===== src/rtl/rf_write_arbiter.sv =====
// rf_write_arbiter
// Owns the single write port of the 8x32 register file. After reset it
// walks every address writing zero (CLEAR), then arbitrates the port between
// requester A (execute) and requester B (memory) with round-robin priority
// through a registered write stage (RUN).
// Optional feature macro: RF_BYPASS_EN -- when defined, both read ports
// forward the in-flight write-stage data on an address match.
module rf_write_arbiter #(
    parameter int AW   = 3,
    parameter int DW   = 32,
    parameter int NREG = 8
) (
    input  logic          clk,
    input  logic          rst,
    input  logic          a_valid,
    output logic          a_ready,
    input  logic [AW-1:0] a_addr,
    input  logic [DW-1:0] a_data,
    input  logic          b_valid,
    output logic          b_ready,
    input  logic [AW-1:0] b_addr,
    input  logic [DW-1:0] b_data,
    output logic          rf_we,
    output logic [AW-1:0] rf_wa,
    output logic [DW-1:0] rf_wd,
    output logic          init_done,
    input  logic [AW-1:0] ra1,
    input  logic [AW-1:0] ra2,
    input  logic [DW-1:0] rf_rd1,
    input  logic [DW-1:0] rf_rd2,
    output logic [DW-1:0] rd1,
    output logic [DW-1:0] rd2
);

    localparam logic [AW-1:0] LAST_IDX = AW'(NREG - 1);

    typedef enum logic [0:0] {
        ST_CLEAR = 1'b0,
        ST_RUN   = 1'b1
    } state_t;

    state_t        state_r;
    state_t        state_s;
    logic [AW-1:0] cnt_r;
    logic          last_b_r;   // 1: the most recent grant went to B
    logic          grant_a_s;
    logic          grant_b_s;

    // State register; reset always returns to the zero-fill phase.
    always_ff @(posedge clk) begin
        if (rst) begin
            state_r <= ST_CLEAR;
        end else begin
            state_r <= state_s;
        end
    end

    // Next-state decode and round-robin grant (ties go to the requester not served last).
    always_comb begin
        state_s   = state_r;
        grant_a_s = 1'b0;
        grant_b_s = 1'b0;
        case (state_r)
            ST_CLEAR: begin
                if (cnt_r == LAST_IDX) begin
                    state_s = ST_RUN;
                end else begin
                    state_s = ST_CLEAR;
                end
            end
            ST_RUN: begin
                state_s = ST_RUN;
                if (a_valid && b_valid) begin
                    if (last_b_r) begin
                        grant_a_s = 1'b1;
                    end else begin
                        grant_b_s = 1'b1;
                    end
                end else if (a_valid) begin
                    grant_a_s = 1'b1;
                end else if (b_valid) begin
                    grant_b_s = 1'b1;
                end else begin
                    grant_a_s = 1'b0;
                    grant_b_s = 1'b0;
                end
            end
            default: begin
                state_s = ST_CLEAR;
            end
        endcase
    end

    // A grant is only ever raised for a valid requester, so ready equals grant.
    assign a_ready = grant_a_s;
    assign b_ready = grant_b_s;

    // Write stage, clear counter, init flag and last-grant memory.
    always_ff @(posedge clk) begin
        if (rst) begin
            cnt_r     <= {AW{1'b0}};
            last_b_r  <= 1'b1;
            rf_we     <= 1'b0;
            rf_wa     <= {AW{1'b0}};
            rf_wd     <= {DW{1'b0}};
            init_done <= 1'b0;
        end else begin
            case (state_r)
                ST_CLEAR: begin
                    rf_we <= 1'b1;
                    rf_wa <= cnt_r;
                    rf_wd <= {DW{1'b0}};
                    cnt_r <= cnt_r + AW'(1);
                    if (cnt_r == LAST_IDX) begin
                        init_done <= 1'b1;
                    end else begin
                        init_done <= 1'b0;
                    end
                end
                ST_RUN: begin
                    if (grant_a_s) begin
                        rf_we    <= 1'b1;
                        rf_wa    <= a_addr;
                        rf_wd    <= a_data;
                        last_b_r <= 1'b0;
                    end else if (grant_b_s) begin
                        rf_we    <= 1'b1;
                        rf_wa    <= b_addr;
                        rf_wd    <= b_data;
                        last_b_r <= 1'b1;
                    end else begin
                        // Idle: address and data hold, only the enable drops.
                        rf_we <= 1'b0;
                    end
                end
                default: begin
                    rf_we <= 1'b0;
                end
            endcase
        end
    end

`ifdef RF_BYPASS_EN
    // Read-after-write forwarding from the write stage, active in CLEAR as well.
    always_comb begin
        if (rf_we && (rf_wa == ra1)) begin
            rd1 = rf_wd;
        end else begin
            rd1 = rf_rd1;
        end
        if (rf_we && (rf_wa == ra2)) begin
            rd2 = rf_wd;
        end else begin
            rd2 = rf_rd2;
        end
    end
`else
    // Without forwarding the read addresses only go to the register file.
    logic unused_ra_s;
    assign unused_ra_s = ^{ra1, ra2};
    assign rd1 = rf_rd1;
    assign rd2 = rf_rd2;
`endif

endmodule


===== config.mk =====
export PLATFORM = sky130hd
export DESIGN_NAME = rf_write_arbiter
export DESIGN_NICKNAME = d
export VERILOG_FILES = /design/src/rtl/rf_write_arbiter.sv
export SDC_FILE = /design/constraint.sdc
export NUM_CORES = 1
export LEC_CHECK = 0
export CELL_PAD_IN_SITES_DETAIL_PLACEMENT = 0
export CELL_PAD_IN_SITES_GLOBAL_PLACEMENT = 2
export CORE_UTILIZATION = 13
export DETAILED_ROUTE_END_ITERATION = 12
export PLACE_DENSITY = 0.78
export RECOVER_POWER = 50
export SLEW_MARGIN = 20
export SYNTH_ARGS = -nofsm -noshare
export SYNTH_HDL_FRONTEND = slang
export SYNTH_SLANG_ARGS = --single-unit

===== constraint.sdc =====
create_clock -name clk -period 1.2 [get_ports clk]
set_input_delay 0.12 -clock clk [delete_from_list [all_inputs] [get_ports clk]]
set_output_delay 0.12 -clock clk [all_outputs]
set_load 0.02 [all_outputs]

==> results_dict.tcl, run 1 <==
set metrics [dict create \
    status "finished, violations left" \
    violations "negative setup slack" \
    syn_avg_cell_area_sq_um 8.76 \
    gr-total-overflow 0 \
    wirelength_um 7610 \
    clk_latency_ns 0.29 \
    hold_viol_final 0 \
    yosysWarnings 0 \
    wire_per_inst_um 14.0 \
    drtIter0Drc 51 \
    grt_pass1_wl_um 11000 \
    drive_above_1_share 0.197 \
    final_common_cell "clkdlybuf4s50_1" \
    die_area_sq_um 17700 \
    period_minus_slack_ns 1.30 \
    yosysSeqAreaShare 0.376 \
    end_kind "register" \
    multiInputGateArea_sq_um 886 \
    power_per_cell_area_nw_per_um2 937 \
    grt_antenna_before_repair 0 \
    drc 0 \
    max-cap-violations 0 \
    setup_violations 33 \
    core-area_sq_um 16700 \
    total_power_mw 3.36 \
    final_cell_mix "71 x clkdlybuf4s50_1, 40 x dfxtp_1, 37 x dlygate4sd2_1, 30 x a22oi_1, 28 x o21ai_1" \
    ff_latch_area_sq_um 848 \
    numCtsBuffers 5 \
    critPathRequiredTime_ns 1.38 \
    n_fill_cell 1868 \
    clk_pin_slew_ns 0.07 \
    syn_area_sq_um 2230 \
    firstDrtPassIters 4 \
    h-tree-depth 2 \
    start_util 0.134 \
    diodes 0 \
    syn_to_final_growth_pct 60.7 \
    grt_max_degree 33 \
    rsz0062_at_grt "true" \
    holdBufCountCts 0 \
    finalMaxSlewViolations 0 \
    syn_inst 255 \
    max_freq_mhz 768 \
    post-route-period-util 1.08 \
    vias_per_cell 3.65 \
    syn-num-nets 401 \
    cp_max_fo 7 \
    vdd_drop_max_mv 0.424 \
    dp_hpwl_um 5270 \
    crit_path_start_kind "register" \
    critPathKind "reg2reg" \
    setup_ws_ns -0.102 \
    grt_pass1_vias 2047 \
    tightest_slew_ns 0.294 \
    antenna_left 0 \
    crit_arrival_ns 1.48 \
    yosysUniqueCellTypes 24 \
    io_pins 247 \
    die_x_um 133 \
    rows 47 \
    vias 1989 \
    p_leak_nw 1.48 \
    nNetsFinal 470 \
    cts_tree "yes" \
    die_y_um 133 \
    gp_congestion 0.704 \
    cts-root-buf "clkbuf_16" \
    clk_path_buf_depth 2 \
    fin_skew_ns 0.00810 \
    hold_class "in2out" \
    numClockSinks 42 \
    grt_use_total 0.0825 \
    holdWs_ns 0.240 \
    post-route-util 0.215 \
    slew_headroom 0.804 \
    synth-seq-cells 42 \
    port_buffers 112 \
]
## worst paths after layout
check	from	to	slack (ns)	cells past startpoint
setup / recovery	last_b_r	rf_wd[5]	-0.10	7
setup reg to reg	last_b_r	rf_wd[5]	-0.10	7
hold / removal	rf_rd1[14]	rd1[14]	0.24	0
hold reg to reg	rf_wd[11]	rf_wd[11]	0.45	2
## metal layers
layer	track usage	wire, um
met5	0	0
met4	0.0377	179
met3	0.0372	582
met2	0.134	3520
met1	0.0921	3320
## metrics by stage
step	instances	TNS, ns	worst slack [ns]	cell area [sq um]
after detailed placement	526	-15.92	-0.587	3220
final	545	-1.66	-0.102	3590
after floorplan	255	0	0.00177	2240
after global routing	545	-4.51	-0.165	3590
after global placement	526	-14.29	-0.575	3220
after CTS	537	-3.30	-0.136	3380
## timing repair
item,in CTS,in global routing
buffers inserted,2,6
endpoints found under the setup margin,72,37
cloned,1,4
endpoints found under the hold margin,0,0
gates resized for setup,56,38
pin swaps,1,12
## sequential cells by signal, indices dropped and copies added (netlist names)
name / count
init_done: 1
last_b_r: 1
rf_we: 1
cnt_r: 3
rf_wd: 32
rf_wa: 3
state_r: 1
## kinds of logic (layout without fill, tap and decap cells)
| family | Yosys count | in the layout | share of synthesized area |
|---|---|---|---|
| AO/OA/AOI/OAI | 76 | 76 | 0.224 |
| flip-flops | 42 | 42 | 0.376 |
| multiplexers | 5 | 5 | 0.0224 |
| AND/OR/NAND/NOR | 50 | 50 | 0.104 |
| adder cells (fa/ha/maj) | 2 | 2 | 0.0112 |
| buffers and inverters | 80 | 150 | 0.262 |
## synthesized netlist by cell type
| cell | count | area [sq um] |
|---|---|---|
| buf_4 | 66 | 495 |
| dfxtp_1 | 42 | 841 |
| nand2_1 | 33 | 124 |
| a22oi_1 | 32 | 240 |
| o21ai_1 | 30 | 150 |
| buf_2 | 5 | 25.0 |
| mux2i_1 | 5 | 50.1 |
| nor2_1 | 5 | 18.8 |
| nor2b_1 | 5 | 31.3 |
| a31oi_1 | 4 | 25.0 |
| buf_6 | 4 | 45.0 |
| clkbuf_1 | 4 | 15.0 |
| o22ai_1 | 3 | 18.8 |
| a21boi_4 | 2 | 37.5 |
| a21oi_1 | 2 | 10.0 |
| ha_1 | 2 | 25.0 |
| nor3_1 | 2 | 10.0 |
| o21ai_0 | 2 | 10.0 |
| or2_2 | 2 | 12.5 |
| a21oi_2 | 1 | 8.76 |
| and2_1 | 1 | 6.26 |
| inv_1 | 1 | 3.75 |
| nand2b_1 | 1 | 6.26 |
| nor4b_4 | 1 | 23.8 |
## area by class of cell
class                           count  share of cell area
Sequential cell                    42               0.236
Multi-Input combinational cell    133               0.247
Tap cell                          220              0.0767
Clock inverter                      1             0.00139
Timing Repair Buffer              141               0.397
Inverter                            1             0.00174
Clock buffer                        7              0.0397
## power by group
group | leakage (nW) | switching [mW] | internal (mW)
logic | 1.07 | 0.186 | 0.346
registers | 0.340 | 0.0126 | 1.41
clock network | 0.0739 | 0.581 | 0.826
## worst max-delay path, cell delays in order, from the launching register on
cell      delay [ns]
dfxtp_4         0.36
inv_4           0.06
buf_6           0.09
a21boi_4        0.05
buf_12          0.15
buf_12          0.14
a22oi_1         0.23
o21ai_1         0.08
Note: power is estimated with default switching activity, not from simulation.
==> inputs of run 2 (changes only) <==
==> constraint.sdc (replaced) <==
create_clock -name clk -period 1.49 [get_ports clk]
set_input_delay 0.149 -clock clk [delete_from_list [all_inputs] [get_ports clk]]
set_output_delay 0.149 -clock clk [all_outputs]
set_load 0.02 [all_outputs]
==> results_dict.tcl, run 2 (synthesis gave the netlist of run 1 again) <==
set metrics [dict create \
    setup_ws_ns 0.0780 \
    drive_above_1_share 0.102 \
    gr-total-overflow 0 \
    hold_depth 0 \
    final_cell_mix "110 x clkdlybuf4s50_1, 42 x dfxtp_1, 33 x nand2_1, 32 x a22oi_1, 30 x o21ai_1" \
    rows 47 \
    drtIter0Drc 60 \
    numClockSinks 42 \
    max-cap-violations 0 \
    holdBufCountCts 0 \
    startpoint "rf_wd[2]" \
    die_y_um 133 \
    end_kind "output pin" \
    whs_endpoint "rd2[6]" \
    cts-root-buf "clkbuf_16" \
    grt_pass1_vias 1936 \
    slew_headroom 0.731 \
    clk_pin_slew_ns 0.06 \
    nNetsFinal 460 \
    largest_reg_flops 32 \
    core-area_sq_um 16700 \
    final_common_cell "clkdlybuf4s50_1" \
    period_minus_slack_ns 1.41 \
    start_util 0.134 \
    antenna_left 0 \
    use_met2 0.131 \
    vias 1909 \
    clk_latency_ns 0.29 \
    wire_per_inst_um 13.3 \
    vias_per_cell 3.57 \
    crit_path_start_kind "register" \
    place_area_sq_um 3220 \
    drc 0 \
    path_cells "clkdlybuf4s50_1" \
    grt_pass1_wl_um 10400 \
    critPathKind "reg2out" \
    regMostFlops "rf_wd" \
    wirelength_um 7120 \
    grt_antenna_before_repair 0 \
    path_buf_inv 1 \
    syn_to_final_growth_pct 52.0 \
    setup_violations 0 \
    status "finished clean" \
    grt_use_total 0.0788 \
    die_x_um 133 \
    hold_class "in2out" \
    n_fill_cell 1858 \
    vdd_drop_max_mv 0.352 \
    crit_arrival_ns 1.26 \
    finalMaxSlewViolations 0 \
    r2r_slack_ns 0.12 \
    numCtsBuffers 5 \
    top_usage_layer "met2" \
    reg2reg_depth 6 \
    fin_skew_ns 0.00487 \
    grt_max_degree 33 \
    clk_path_buf_depth 2 \
    post-route-cell-area_sq_um 3390 \
    tightest_slew_ns 0.404 \
    cp_max_fo 2 \
    critical-path-max-stage-delay_ns 0.64 \
    gp_congestion 0.711 \
    firstDrtPassIters 4 \
    total_power_mw 2.78 \
    grtUsageMet3 0.0234 \
    rsz0062_at_grt "false" \
    slowest_stage "clkdlybuf4s50_1" \
    r2r_end "rf_wd[21]" \
    max_freq_mhz 708 \
    reg_top3 "rf_wd (32), cnt_r (3), rf_wa (3)" \
    power_per_cell_area_nw_per_um2 820 \
    dp_slack_ns -0.333 \
    port_buffers 112 \
    diodes 0 \
    fin_setup_tns_ns 0 \
    r2r-start "state_r" \
    cts_tree "yes" \
    critPathRequiredTime_ns 1.34 \
    h-tree-depth 2 \
    p_leak_nw 1.18 \
    post-route-period-util 0.948 \
    grt_use_met1 0.0915 \
    dp_hpwl_um 5170 \
    die_area_sq_um 17700 \
    hold_path.startpoint "rf_rd2[6]" \
    hold_viol_final 0 \
    crit_family "buffers and inverters" \
    io_pins 247 \
]
## run 2: area by class of cell
cell class | count | area, sq um | area share
clock buffers | 7 | 133 | 0.0391
repair buffers | 131 | 1310 | 0.384
flip-flops and latches | 42 | 841 | 0.248
multi-input cells | 133 | 807 | 0.238
well taps | 220 | 275 | 0.0811
clock inverters | 1 | 30.0 | 0.00885
inverters | 1 | 3.75 | 0.00111
## run 2: per-layer routing
| metal | share of wire | wire (um) |
|---|---|---|
| met1 | 0.43 | 3060 |
| met2 | 0.49 | 3470 |
| met3 | 0.065 | 465 |
| met4 | 0.019 | 132 |
| met5 | 0 | 0 |
## run 2: repair_timing
item	CTS	global route
endpoints found under the setup margin	2	4
gates resized for setup	4	3
gates cloned	0	1
setup buffers	0	1
## run 2: where the power goes
part	internal (mW)	leakage, nW	switching (mW)	total [mW]
clock network	0.793	0.0781	0.450	1.24
logic	0.257	0.759	0.134	0.390
registers	1.14	0.340	0.0107	1.15
## run 2: how the worst max path moves through the flow
stage,endpoint,slack (ns),cells after the start
detailed placement,b_ready,-0.33,4
floorplan,rf_wa[0],0.19,4
CTS,a_ready,0.005,3
global placement,b_ready,-0.32,4
finish,rf_wd[2],0.08,1
global route,rf_wd[3],0.007,6
## run 2: metrics by stage
step / utilization / std cells / hold slack (ns)
final: 0.203 / 535 / 0.298
after global routing: 0.203 / 535 / 0.298
after CTS: 0.202 / 533 / 0.298
after detailed placement: 0.193 / 525 / 0.298
after global placement: 0.193 / 525 / 0.298
after floorplan: - / 255 / 0.319
